===== src/rtl/keypad_pkg.sv =====
// Shared definitions for the keypad scanner: scan FSM encoding and event word layout.
package keypad_pkg;

  typedef enum logic [1:0] {
    ST_IDLE,
    ST_DRIVE,
    ST_SAMPLE,
    ST_NEXT
  } scan_state_t;

  // Event word is {release, code}; the code sits in the low bits.
  localparam int EVT_CODE_LSB = 0;

  function automatic int evt_rel_bit(input int code_w);
    return EVT_CODE_LSB + code_w;
  endfunction

endpackage


===== src/rtl/keypad_evt_fifo.sv =====
// Synchronous event FIFO with full/empty flags; a pop frees a slot for a
// same-cycle push even when full.
module keypad_evt_fifo #(
  parameter int WIDTH = 5,
  parameter int DEPTH = 8
) (
  input  logic             clk,
  input  logic             rst,
  input  logic             push,
  input  logic [WIDTH-1:0] push_data,
  input  logic             pop,
  output logic [WIDTH-1:0] head,
  output logic             full,
  output logic             empty
);

  localparam int AW = $clog2(DEPTH);

  logic [WIDTH-1:0] mem [DEPTH];
  logic [AW:0]      wr_ptr;
  logic [AW:0]      rd_ptr;
  logic             do_push;
  logic             do_pop;

  assign empty   = (wr_ptr == rd_ptr);
  assign full    = (wr_ptr[AW-1:0] == rd_ptr[AW-1:0]) && (wr_ptr[AW] != rd_ptr[AW]);
  assign do_pop  = pop && !empty;
  assign do_push = push && (!full || do_pop);
  assign head    = mem[rd_ptr[AW-1:0]];

  always_ff @(posedge clk) begin
    if (rst) begin
      wr_ptr <= '0;
      rd_ptr <= '0;
    end else begin
      if (do_push) wr_ptr <= wr_ptr + (AW+1)'(1);
      if (do_pop)  rd_ptr <= rd_ptr + (AW+1)'(1);
    end
  end

  always_ff @(posedge clk) begin
    if (do_push) mem[wr_ptr[AW-1:0]] <= push_data;
  end

endmodule


===== src/rtl/keypad_scan_ctrl.sv =====
// Matrix keypad scanner: one-hot row strobes, column-serial sampling, per-key
// debounce over scan frames, and press/release events queued in a FIFO.
module keypad_scan_ctrl
  import keypad_pkg::*;
#(
  parameter int ROWS       = 4,
  parameter int COLS       = 4,
  parameter int SETTLE     = 4,
  parameter int DEB_FRAMES = 3,
  parameter int FIFO_DEPTH = 8,
  localparam int CODE_W    = $clog2(ROWS*COLS)
) (
  input  logic                 clk,
  input  logic                 rst,
  input  logic [COLS-1:0]      col_in,
  output logic [ROWS-1:0]      row_out,
  output logic                 evt_valid,
  input  logic                 evt_ready,
  output logic [CODE_W-1:0]    evt_code,
  output logic                 evt_release,
  output logic                 overflow,
  output logic [ROWS*COLS-1:0] keys_down
);

  // state     | meaning
  // ST_IDLE   | one cycle after reset, selects row 0
  // ST_DRIVE  | row strobe on, waiting SETTLE cycles for the column sync
  // ST_SAMPLE | row strobe on, one column debounced per cycle
  // ST_NEXT   | strobe off for one cycle, advance (wrap) the row index

  localparam int NKEYS   = ROWS*COLS;
  localparam int RW      = $clog2(ROWS);
  localparam int CW      = $clog2(COLS);
  localparam int SW      = $clog2(SETTLE);
  localparam int DW      = $clog2(DEB_FRAMES+1);
  localparam int REL_BIT = evt_rel_bit(CODE_W);

  scan_state_t       state, state_nxt;
  logic [RW-1:0]     row_idx, row_nxt;
  logic [CW-1:0]     col_idx, col_nxt;
  logic [SW-1:0]     settle_cnt, settle_nxt;
  logic [COLS-1:0]   col_meta, col_sync;
  logic [DW-1:0]     deb_cnt [NKEYS];
  logic [DW-1:0]     deb_inc;
  logic [CODE_W-1:0] key;
  logic              raw, deb_diff, deb_hit, evt_pop;
  logic              fifo_full, fifo_empty;
  logic [CODE_W:0]   evt_word, fifo_head;

  assign key      = CODE_W'(row_idx) * CODE_W'(COLS) + CODE_W'(col_idx);
  assign raw      = col_sync[col_idx];
  assign deb_inc  = deb_cnt[key] + DW'(1);
  assign deb_diff = (state == ST_SAMPLE) && (raw != keys_down[key]);
  assign deb_hit  = deb_diff && (deb_inc == DW'(DEB_FRAMES));
  assign evt_word = {~raw, key};
  assign evt_pop  = evt_valid && evt_ready;

  always_ff @(posedge clk) begin
    if (rst) begin
      state      <= ST_IDLE;
      row_idx    <= '0;
      col_idx    <= '0;
      settle_cnt <= '0;
    end else begin
      state      <= state_nxt;
      row_idx    <= row_nxt;
      col_idx    <= col_nxt;
      settle_cnt <= settle_nxt;
    end
  end

  always_comb begin
    state_nxt  = state;
    row_nxt    = row_idx;
    col_nxt    = col_idx;
    settle_nxt = settle_cnt;
    row_out    = '0;
    case (state)
      ST_IDLE: begin
        state_nxt  = ST_DRIVE;
        row_nxt    = '0;
        settle_nxt = SW'(SETTLE-1);
      end
      ST_DRIVE: begin
        row_out = ROWS'(1) << row_idx;
        if (settle_cnt == '0) begin
          state_nxt = ST_SAMPLE;
          col_nxt   = '0;
        end else begin
          settle_nxt = settle_cnt - SW'(1);
        end
      end
      ST_SAMPLE: begin
        row_out = ROWS'(1) << row_idx;
        if (col_idx == CW'(COLS-1)) state_nxt = ST_NEXT;
        else                        col_nxt   = col_idx + CW'(1);
      end
      ST_NEXT: begin
        state_nxt  = ST_DRIVE;
        settle_nxt = SW'(SETTLE-1);
        row_nxt    = (row_idx == RW'(ROWS-1)) ? '0 : row_idx + RW'(1);
      end
      default: state_nxt = ST_IDLE;
    endcase
  end

  // Only the key under the current row/column can change in a given cycle.
  always_ff @(posedge clk) begin
    if (rst) begin
      col_meta  <= '0;
      col_sync  <= '0;
      keys_down <= '0;
      overflow  <= 1'b0;
      for (int i = 0; i < NKEYS; i++) deb_cnt[i] <= '0;
    end else begin
      col_meta <= col_in;
      col_sync <= col_meta;
      if (state == ST_SAMPLE) begin
        if (!deb_diff || deb_hit) deb_cnt[key] <= '0;
        else                      deb_cnt[key] <= deb_inc;
        if (deb_hit) keys_down[key] <= raw;
      end
      if (deb_hit && fifo_full && !evt_pop) overflow <= 1'b1;
    end
  end

  keypad_evt_fifo #(
    .WIDTH (CODE_W+1),
    .DEPTH (FIFO_DEPTH)
  ) u_fifo (
    .clk       (clk),
    .rst       (rst),
    .push      (deb_hit),
    .push_data (evt_word),
    .pop       (evt_pop),
    .head      (fifo_head),
    .full      (fifo_full),
    .empty     (fifo_empty)
  );

  // Head storage is not reset, so the event fields are masked while empty.
  assign evt_valid   = !fifo_empty;
  assign evt_code    = evt_valid ? fifo_head[EVT_CODE_LSB +: CODE_W] : '0;
  assign evt_release = evt_valid & fifo_head[REL_BIT];

endmodule

===== config.mk =====
export PLATFORM = sky130hd
export DESIGN_NAME = keypad_scan_ctrl
export DESIGN_NICKNAME = d
export VERILOG_FILES = /design/src/rtl/keypad_pkg.sv /design/src/rtl/keypad_evt_fifo.sv /design/src/rtl/keypad_scan_ctrl.sv
export SDC_FILE = /design/constraint.sdc
export NUM_CORES = 1
export LEC_CHECK = 0
export CAP_MARGIN = 30
export CORE_ASPECT_RATIO = 1.25
export CORE_UTILIZATION = 35
export CTS_BUF_LIST = sky130_fd_sc_hd__clkbuf_4 sky130_fd_sc_hd__clkbuf_8
export CTS_CLUSTER_SIZE = 10
export DETAILED_ROUTE_END_ITERATION = 10
export GPL_ROUTABILITY_DRIVEN = 0
export MAX_ROUTING_LAYER = met4
export SYNTH_ARGS = -nofsm -noshare
export SYNTH_HDL_FRONTEND = slang
export SYNTH_SLANG_ARGS = --single-unit

===== constraint.sdc =====
create_clock -name clk -period 5.4 [get_ports clk]
set_clock_uncertainty 0.1 [all_clocks]
set_input_delay 1.08 -clock clk [delete_from_list [all_inputs] [get_ports clk]]
set_output_delay 1.08 -clock clk [all_outputs]
set_load 0.005 [all_outputs]

**After elaboration in Yosys (flattened, before gate mapping)**

Memories as Yosys holds them, arrays and structs flattened. A register that Yosys moved wholly into a read port is not among the register bits.
Index checks and enable logic that the tools add are counted.

- Bits in writable memories: 72
- Input port bits: 7
- Register bits after elaboration: 41
- Output and inout port bits: 27
- Memories: 2
- Logic and storage cells: 104

- $add $sub $neg: 7
- Mux-type cells: 37
- Reduce and logical (&&, ||, !) cells: 27
- Order comparisons: 3
- Shift operators: 1
- Equal/unequal tests: 14
- Bitwise operators: 3

Memory list:

| name | words | bits a word | rd ports | clocked after memory_dff | wr ports | line | source |
|---|---|---|---|---|---|---|---|
| u_fifo.mem | 8 | 5 | 1 | 1 | 1 | keypad_evt_fifo.sv:19 | `logic [WIDTH-1:0] mem [DEPTH];` |
| deb_cnt | 16 | 2 | 1 | 0 | 16 | keypad_scan_ctrl.sv:43 | `logic [DW-1:0] deb_cnt [NKEYS];` |

Operators with widths:

| kind | number |
|---|---|
| $bwmux 16 | 1 |
| $mux 1 | 16 |
| $mux 2 | 8 |
| $mux 4 | 3 |
| $pmux 2 s2 | 3 |
| $eq 2x2->1 const B | 5 |
| $logic_and 1x1->1 | 9 |
| $add 4x1->4 const B | 2 |
| $add 2x1->2 const B | 3 |
| $mux 3 | 2 |
| $ne 2x2->1 const B | 3 |
| $pmux 2 s3 | 1 |
| $reduce_and 2->1 | 3 |
| $reduce_bool 2->1 | 3 |
| $reduce_or 2->1 | 3 |
| $lt 4x5->1 const B | 1 |
| $add 4x2->4 | 1 |
| $bmux 1 s4 | 1 |
| $demux 1 s4 | 1 |
| $eq 4x4->1 | 1 |
| $ge 4x1->1 const B | 1 |
| $logic_not 1->1 | 4 |
| $logic_not 2->1 | 2 |
| $shl 1x2->4 const A | 1 |
| 12 further kinds | 14 |

**Longest topological paths before layout**

Gate-level depths: netlist of the first run.

- Word-level depth: 14
- Mapped depth: 13
- Gate-level depth less buffers: 10

**By module**

From an unflattened synthesis of the first run, not the netlist that was laid out.

- Cells, all modules: 456
- Area, all modules: 5614.1 um^2

By module, submodules not included:

| module | cells an instance | times used | sequential area each (um^2) | area each (um^2) |
|---|---|---|---|---|
| keypad_scan_ctrl | 328 | 1 | 1621.6 | 3510.9 |
| keypad_evt_fifo | 128 | 1 | 1421.4 | 2103.3 |

**Least setup slack after synthesis of the first run**

No wires, ideal clock.

- Kind: reg-to-reg
- Start: register col_idx[0]
- End: register overflow
- Arrival time: 3.105 ns
- Library setup time: 0.115 ns
- Path buffers: 3
- Setup slack: 2.080 ns
- Cell stages (with the launch flop): 12
- Cell sequence: dfxtp_1 buf_6 buf_2 mux4_2 mux4_2 ha_1 nand2_1 nor3_1 mux2i_1 buf_2 a21oi_1 o21ba_2

- Longest elaborated chain between the ends: 8

RTL lines:

| item | line | source |
|---|---|---|
| start: declaration | keypad_scan_ctrl.sv:40 | `logic [CW-1:0] col_idx, col_nxt;` |
| start signal: assignment | keypad_scan_ctrl.sv:67 | `col_idx <= col_nxt;` |
| parallel branches: the longest is 5 deep, another holds $add 4x2->4 | -- |  |
| $logic_and 1x1->1 (*) | keypad_scan_ctrl.sv:54 | `assign deb_hit = deb_diff && (deb_inc == DW'(DEB_FRAMES));` |
| $logic_and 1x1->1 (*) (2 in series) | keypad_scan_ctrl.sv:123 | `if (deb_hit && fifo_full && !evt_pop) overflow <= 1'b1;` |
| end signal: assignment | keypad_scan_ctrl.sv:113 | `overflow <= 1'b0;` |
| end signal: assignment | keypad_scan_ctrl.sv:123 |  |
| end: declaration | keypad_scan_ctrl.sv:21 | `output logic overflow,` |

Mark *: on every way between the ends. The select of a mux whose other input is x is not followed.
A chain may end at the register's enable or synchronous reset.

==> run metrics, run 1 <==
pwr/cell area 337.6 nW/µm²; setup TNS 0 ns; Worst VDD drop 135.8 µV; Synth Instances 476; Final HPWL DP 8271 µm; vias in the first global route between 3000 and 4000; clk slew on worst S/H paths 0.07 ns; Reg2Reg Depth 7; Worst Path Max Fanout 10; Longest Clk Path Bufs 2; Worst Path Buf+Inv 1; commonest non-fill, non-tap cell in the layout edfxtp_1; Pre-Repair DR Iteration Count 5; crit-path max cell delay 0.77 ns; Setup Buffers After CTS 0; Crit path depth 4; Port Buffers 33; final non-filler cell total around 730; core area 15570 µm²; MaxCap Viol Count 0; Die X 115.0 µm; pre-CTS WS 1.838 ns; Num CTS Buffers 17; unrepaired setup endpoints after global routing false; Post-Synth Adder-Cell Area roughly 3.4%; Final Setup Violations 0; cts repair resizes 0; initial antenna violation count 0; Crit. End Element output port; Max Freq 273.1 MHz; min-delay worst type register to register; Die Height ~140 µm; Root Buffer clkbuf_8; post-synthesis xor/xnor area fraction 1.098%; Final period util 67.81%; Layout Nets 522; die footprint 16470 µm²; Slew @ Worst Pin 0.9501 ns; crit path DAT roughly 2.5 ns; status finished, final reports clean; overall routing resource usage between 15 and 20%; Vias 3655; # rows 51; P_leak 2.112 nW; CTS tree yes; hold path depth 2; most frequent cells in the layout 72 x edfxtp_1, 45 x nor2_1, 44 x dfxtp_1; # DRC 0; Post-synth ARST share 0%; Post-synth EDFFs between 70 and 80; mux share of post-synthesis cell area 14.49%; n_diodes 0; drt initial violations 238; Avg Cell Area, Syn 11.73 µm²; first-pass GRT wire length 19550 µm; final hold slack between 0.3 and 0.4 ns; synthesized cell area 5585 µm²; YS warnings 0; GR Overflow Total 0; ratio of cells with drive above 1 in the final layout around 16%; synth unique cells 46; post-route ant nets 0; Synth Area in Compound Gates 5.623%; H-tree depth 4; Layout area overhead 16.22%; Util after Layout about two fifths; largest net degree at the start of global routing 67; Req. time, crit path 4.22 ns; flops & latches, synth approximately 120; Worst path top cell family by delay multiplexers; simple-gate share of the synthesized area 17.32%; initial core utilization approximately 36%; total wire length 12310 µm; worst slew margin relative to its limit between 30% and 40%; DP Cell Count 693; Main synth FF type edfxtp_1; I/O pins 34; Setup crit start kind register; cells along the critical path mux4_2 > mux2i_1 > nor2_1 > clkdlybuf4s50_1; clock sinks 116; Seq/Total Area, Yosys 54.48%; DR vias/cell just over 5; post-route setup slack 1.738 ns; Final Max Slew Viols 0; synthesized netlist net count 498; critical path's slowest cell dfxtp_1; cts hold-fix bufs 0; drt wl/cell between 15 and 20 µm; Filler Cells Inserted 1505; final hold violations 0; main combinational cell family by area after synthesis simple AND/OR/NAND/NOR gates; Final min period 3.662 ns; Setup CP Type register to output port; Skew-Pair Late Insertion Delay 0.43 ns
layout make-up:
| cell class | count | area (µm²) | area share (%) |
|---|---|---|---|
| sequential | 116 | 3043 | 46.88 |
| multi-input combinational | 314 | 2340 | 36.04 |
| timing repair buffer | 40 | 377.9 | 5.821 |
| tap | 212 | 265.3 | 4.086 |
| clock buffer | 17 | 234.0 | 3.604 |
| clock inverter | 15 | 188.9 | 2.911 |
| inverter | 11 | 42.54 | 0.6554 |
cells in the mapped netlist (3+ instances only):
cell type  count  area [µm²]
ha_1          15       187.7
nor2b_1       20       125.1
mux4_2        20       450.4
a22oi_1        6       45.04
nand3_1       19       95.09
xnor2_1        5       43.79
clkbuf_1      25       93.84
inv_1         10       37.54
buf_6          3       33.78
buf_2          5       25.02
nor2_2         9       56.30
nor2_1        45       168.9
nand2_1       37       138.9
a31o_2         5       43.79
and4b_1        3       30.03
nor3_1         6       30.03
and3_1         3       18.77
nand2b_1      32       200.2
a21oi_1       27       135.1
dfxtp_1       44       880.8
mux2_2         3       33.78
mux2i_1       31       310.3
o21ai_0        4       20.02
edfxtp_1      72        2162
path summary, 6_finish.rpt:
path / from / end / slack (ns)
setup / recovery: register / evt_code[3] / 1.74
setup reg to reg: col_idx[1]$_SDFFE_PP0P_ / deb_cnt[11][0]$_SDFFCE_PN0P_ / 1.81
hold reg to reg: settle_cnt[1]$_SDFFE_PP0P_ / settle_cnt[1]$_SDFFE_PP0P_ / 0.36
hold / removal: settle_cnt[1]$_SDFFE_PP0P_ / settle_cnt[1]$_SDFFE_PP0P_ / 0.36
logic make-up (layout without fill, tap and decap cells):
logic type               count (synthesis)  in the layout
adder cells (fa/ha/maj)                 15             15
flip-flops                             116            116
AND/OR/NAND/NOR                        187            187
multiplexers                            55             55
XOR/XNOR                                 7              7
AO/OA/AOI/OAI                           50             50
buffers and inverters                   46             83
power breakdown:
part | switching [W] | internal (W)
Combinational | 0.000202 | 0.000139
Sequential | 0.0000281 | 0.000974
Clock | 0.000353 | 0.000496
Total | 0.000583 | 0.00161
worst min-delay path, cell delays in order, from the launching register on:
cell     delay, ns
dfxtp_1       0.30
inv_1         0.06
a21oi_1       0.06
metal layers:
metal / vias to the layer above / wire [µm] / track usage [%] / share of wire, %
met3: 25 / 550 / 4.202 / 4.5
li1: 1745 / - / - / -
met2: 104 / 6488 / 29.26 / 53
met1: 1781 / 4989 / 17.70 / 41
met5: - / 0 / - / 0
met4: 0 / 278 / 6.904 / 2.3
registers in the layout (all words and copies together), names as in the netlist, named ones only:
signal and cells:
col_meta 4, overflow 1, keys_down 16, u_fifo.mem 40
state 2, row_idx 2, settle_cnt 2, col_sync 4
u_fifo.wr_ptr 4, u_fifo.rd_ptr 4, col_idx 2, deb_cnt 32
metrics by stage:
stage	total power (W)	cell area [µm²]
3_3_place_gp	0.001347	6061
4_1_cts	0.002205	6491
5_1_grt	0.002292	6491
6_report	0.002192	6491
2_1_floorplan	0.001263	5585
3_5_place_dp	0.001362	6068
No activity file was read; power rests on OpenSTA's default activity.
==> inputs of run 2 (changes only) <==
==> constraint.sdc (replaced) <==
create_clock -name clk -period 3 [get_ports clk]
set_clock_uncertainty 0.1 [all_clocks]
set_input_delay 0.6 -clock clk [delete_from_list [all_inputs] [get_ports clk]]
set_output_delay 0.6 -clock clk [all_outputs]
set_load 0.005 [all_outputs]
==> run 2 against run 1 <==
Sequential power up 79%; final cell count grew 3.2%; global-route usage barely moved; sequential share of layout area decreased by 2.0 points; design area grew 4.7%; critical path depth up 2; wire length is 0.93% higher.
==> run metrics, run 2 (synthesized netlist as in run 1, its figures left out) <==
area occupied by multi-input gates 2459 µm²; clk slew on worst S/H paths 0.07 ns; Root Buffer clkbuf_8; Worst VDD drop around 350 µV; Worst Path Max Fanout 15; worst r2r src col_idx[0]$_SDFFE_PP0P_; Final Setup Violations 0; drt wl/cell 16.61 µm; DR vias/cell just under 5; largest net degree at the start of global routing 28; Worst R2R Setup Slack roughly 0.11 ns; I/O pins 34; clock sinks 116; pwr/cell area between 500 and 600 nW/µm²; Final period util 96.39%; die footprint 16470 µm²; total power 0.004009 W; total wire length 12420 µm; vias in the first global route 3756; H-tree depth 4; setup TNS 0 ns; initial core utilization 35.87%; unrepaired setup endpoints after global routing false; final non-filler cell total 748; Setup crit start kind register; most frequent cells in the layout 72 x edfxtp_1, 45 x nor2_1, 39 x dfxtp_1; n_diodes 0; Reg2Reg Depth 6; CP endpoint deb_cnt[11][1]$_SDFFCE_PN0P_; drt initial violations 213; Die Height ~140 µm; pre-CTS WS -0.1726 ns; Worst R2R End deb_cnt[11][1]$_SDFFCE_PN0P_; status finished, final reports clean; Layout Nets approximately 550; Final HPWL DP 8571 µm; Port Buffers 33; Req. time, crit path between 3 and 4 ns; core area 15570 µm²; Skew-Pair Late Insertion Delay 0.45 ns; Layout area overhead 21.64%; Util after Layout 43.64%; ratio of cells with drive above 1 in the final layout 24.07%; overall routing resource usage 16.67%; crit path DAT 3.07 ns; GR Overflow Total 0; Crit. End Element register; Slew @ Worst Pin 0.6607 ns; Final Max Slew Viols 0; DP Cell Count 712; FF+latch area 3052 µm²; Final min period 2.892 ns; Longest Clk Path Bufs 2; cts hold-fix bufs 0; final hold violations 0; first-pass GRT wire length between 15000 and 20000 µm; Die X 115.0 µm; Filler Cells Inserted 1524; Vias 3707; commonest non-fill, non-tap cell in the layout edfxtp_1; max reg flops 40; min-delay worst type register to register; # DRC 0; worst slew margin relative to its limit 55.95%; # rows 51; CTS tree yes; MaxCap Viol Count 0; P_leak 2.235 nW; Pre-Repair DR Iteration Count 4; critical path startpoint col_idx[0]$_SDFFE_PP0P_; Setup CP Type register to register; Max Freq 345.8 MHz; Num CTS Buffers 17; post-route ant nets 0; initial antenna violation count 0; post-route setup slack 0.1082 ns
run 2: worst min path at each step:
stage	from	end	slack (ns)	cells past startpoint
6_report	col_meta[0]$_SDFF_PP0_	col_sync[0]$_SDFF_PP0_	0.34	1
5_1_grt	col_meta[3]$_SDFF_PP0_	col_sync[3]$_SDFF_PP0_	0.36	1
4_1_cts	col_meta[0]$_SDFF_PP0_	col_sync[0]$_SDFF_PP0_	0.34	1
3_5_place_dp	col_meta[0]$_SDFF_PP0_	col_sync[0]$_SDFF_PP0_	0.32	1
3_3_place_gp	col_meta[3]$_SDFF_PP0_	col_sync[3]$_SDFF_PP0_	0.32	1
2_1_floorplan	col_meta[0]$_SDFF_PP0_	col_sync[0]$_SDFF_PP0_	0.31	1
run 2: cell type report:
cell class / instances / area share, %
clock buffer: 18 / 3.554
inverter: 11 / 0.6262
clock inverter: 14 / 2.634
sequential: 116 / 44.92
multi-input combinational: 316 / 36.19
tap: 212 / 3.904
timing repair buffer: 61 / 8.177
run 2: power by group:
part | total (W) | internal [W] | switching [W]
clock | 0.00152 | 0.000839 | 0.000682
sequential | 0.00179 | 0.00175 | 0.0000382
combinational | 0.000695 | 0.000294 | 0.000402
total | 0.00401 | 0.00289 | 0.00112
run 2: critical path, stage by stage, from the launching register on:
cell and delay, ns:
dfxtp_4 0.41, mux4_2 0.51, mux4_2 0.48, ha_1 0.25, or2_2 0.33, a211o_2 0.46
nor3_1 0.18
run 2: timing repair:
item                       4_1_cts  5_1_grt
pin swaps                        0        2
cloned                           0        2
setup endpoints to repair       18       67
buffers inserted                 0        2
gates resized for setup          2       26
run 2: stage by stage:
stage               instance area [µm²]  hold WS [ns]
floorplan                          5602        0.3138
global placement                   6228        0.3228
detailed placement                 6228        0.3218
CTS                                6659        0.3392
global route                       6794        0.3627
finish                             6794        0.3375
run 2: per-layer routing:
layer	share of wire, %	wire length (µm)	vias up	global-route usage [%]
li1	-	-	1800	-
met1	43	5283	1830	18.29
met2	53	6590	59	28.88
met3	2.8	352	18	4.075
met4	1.6	195	0	6.562
met5	0	0	-	-
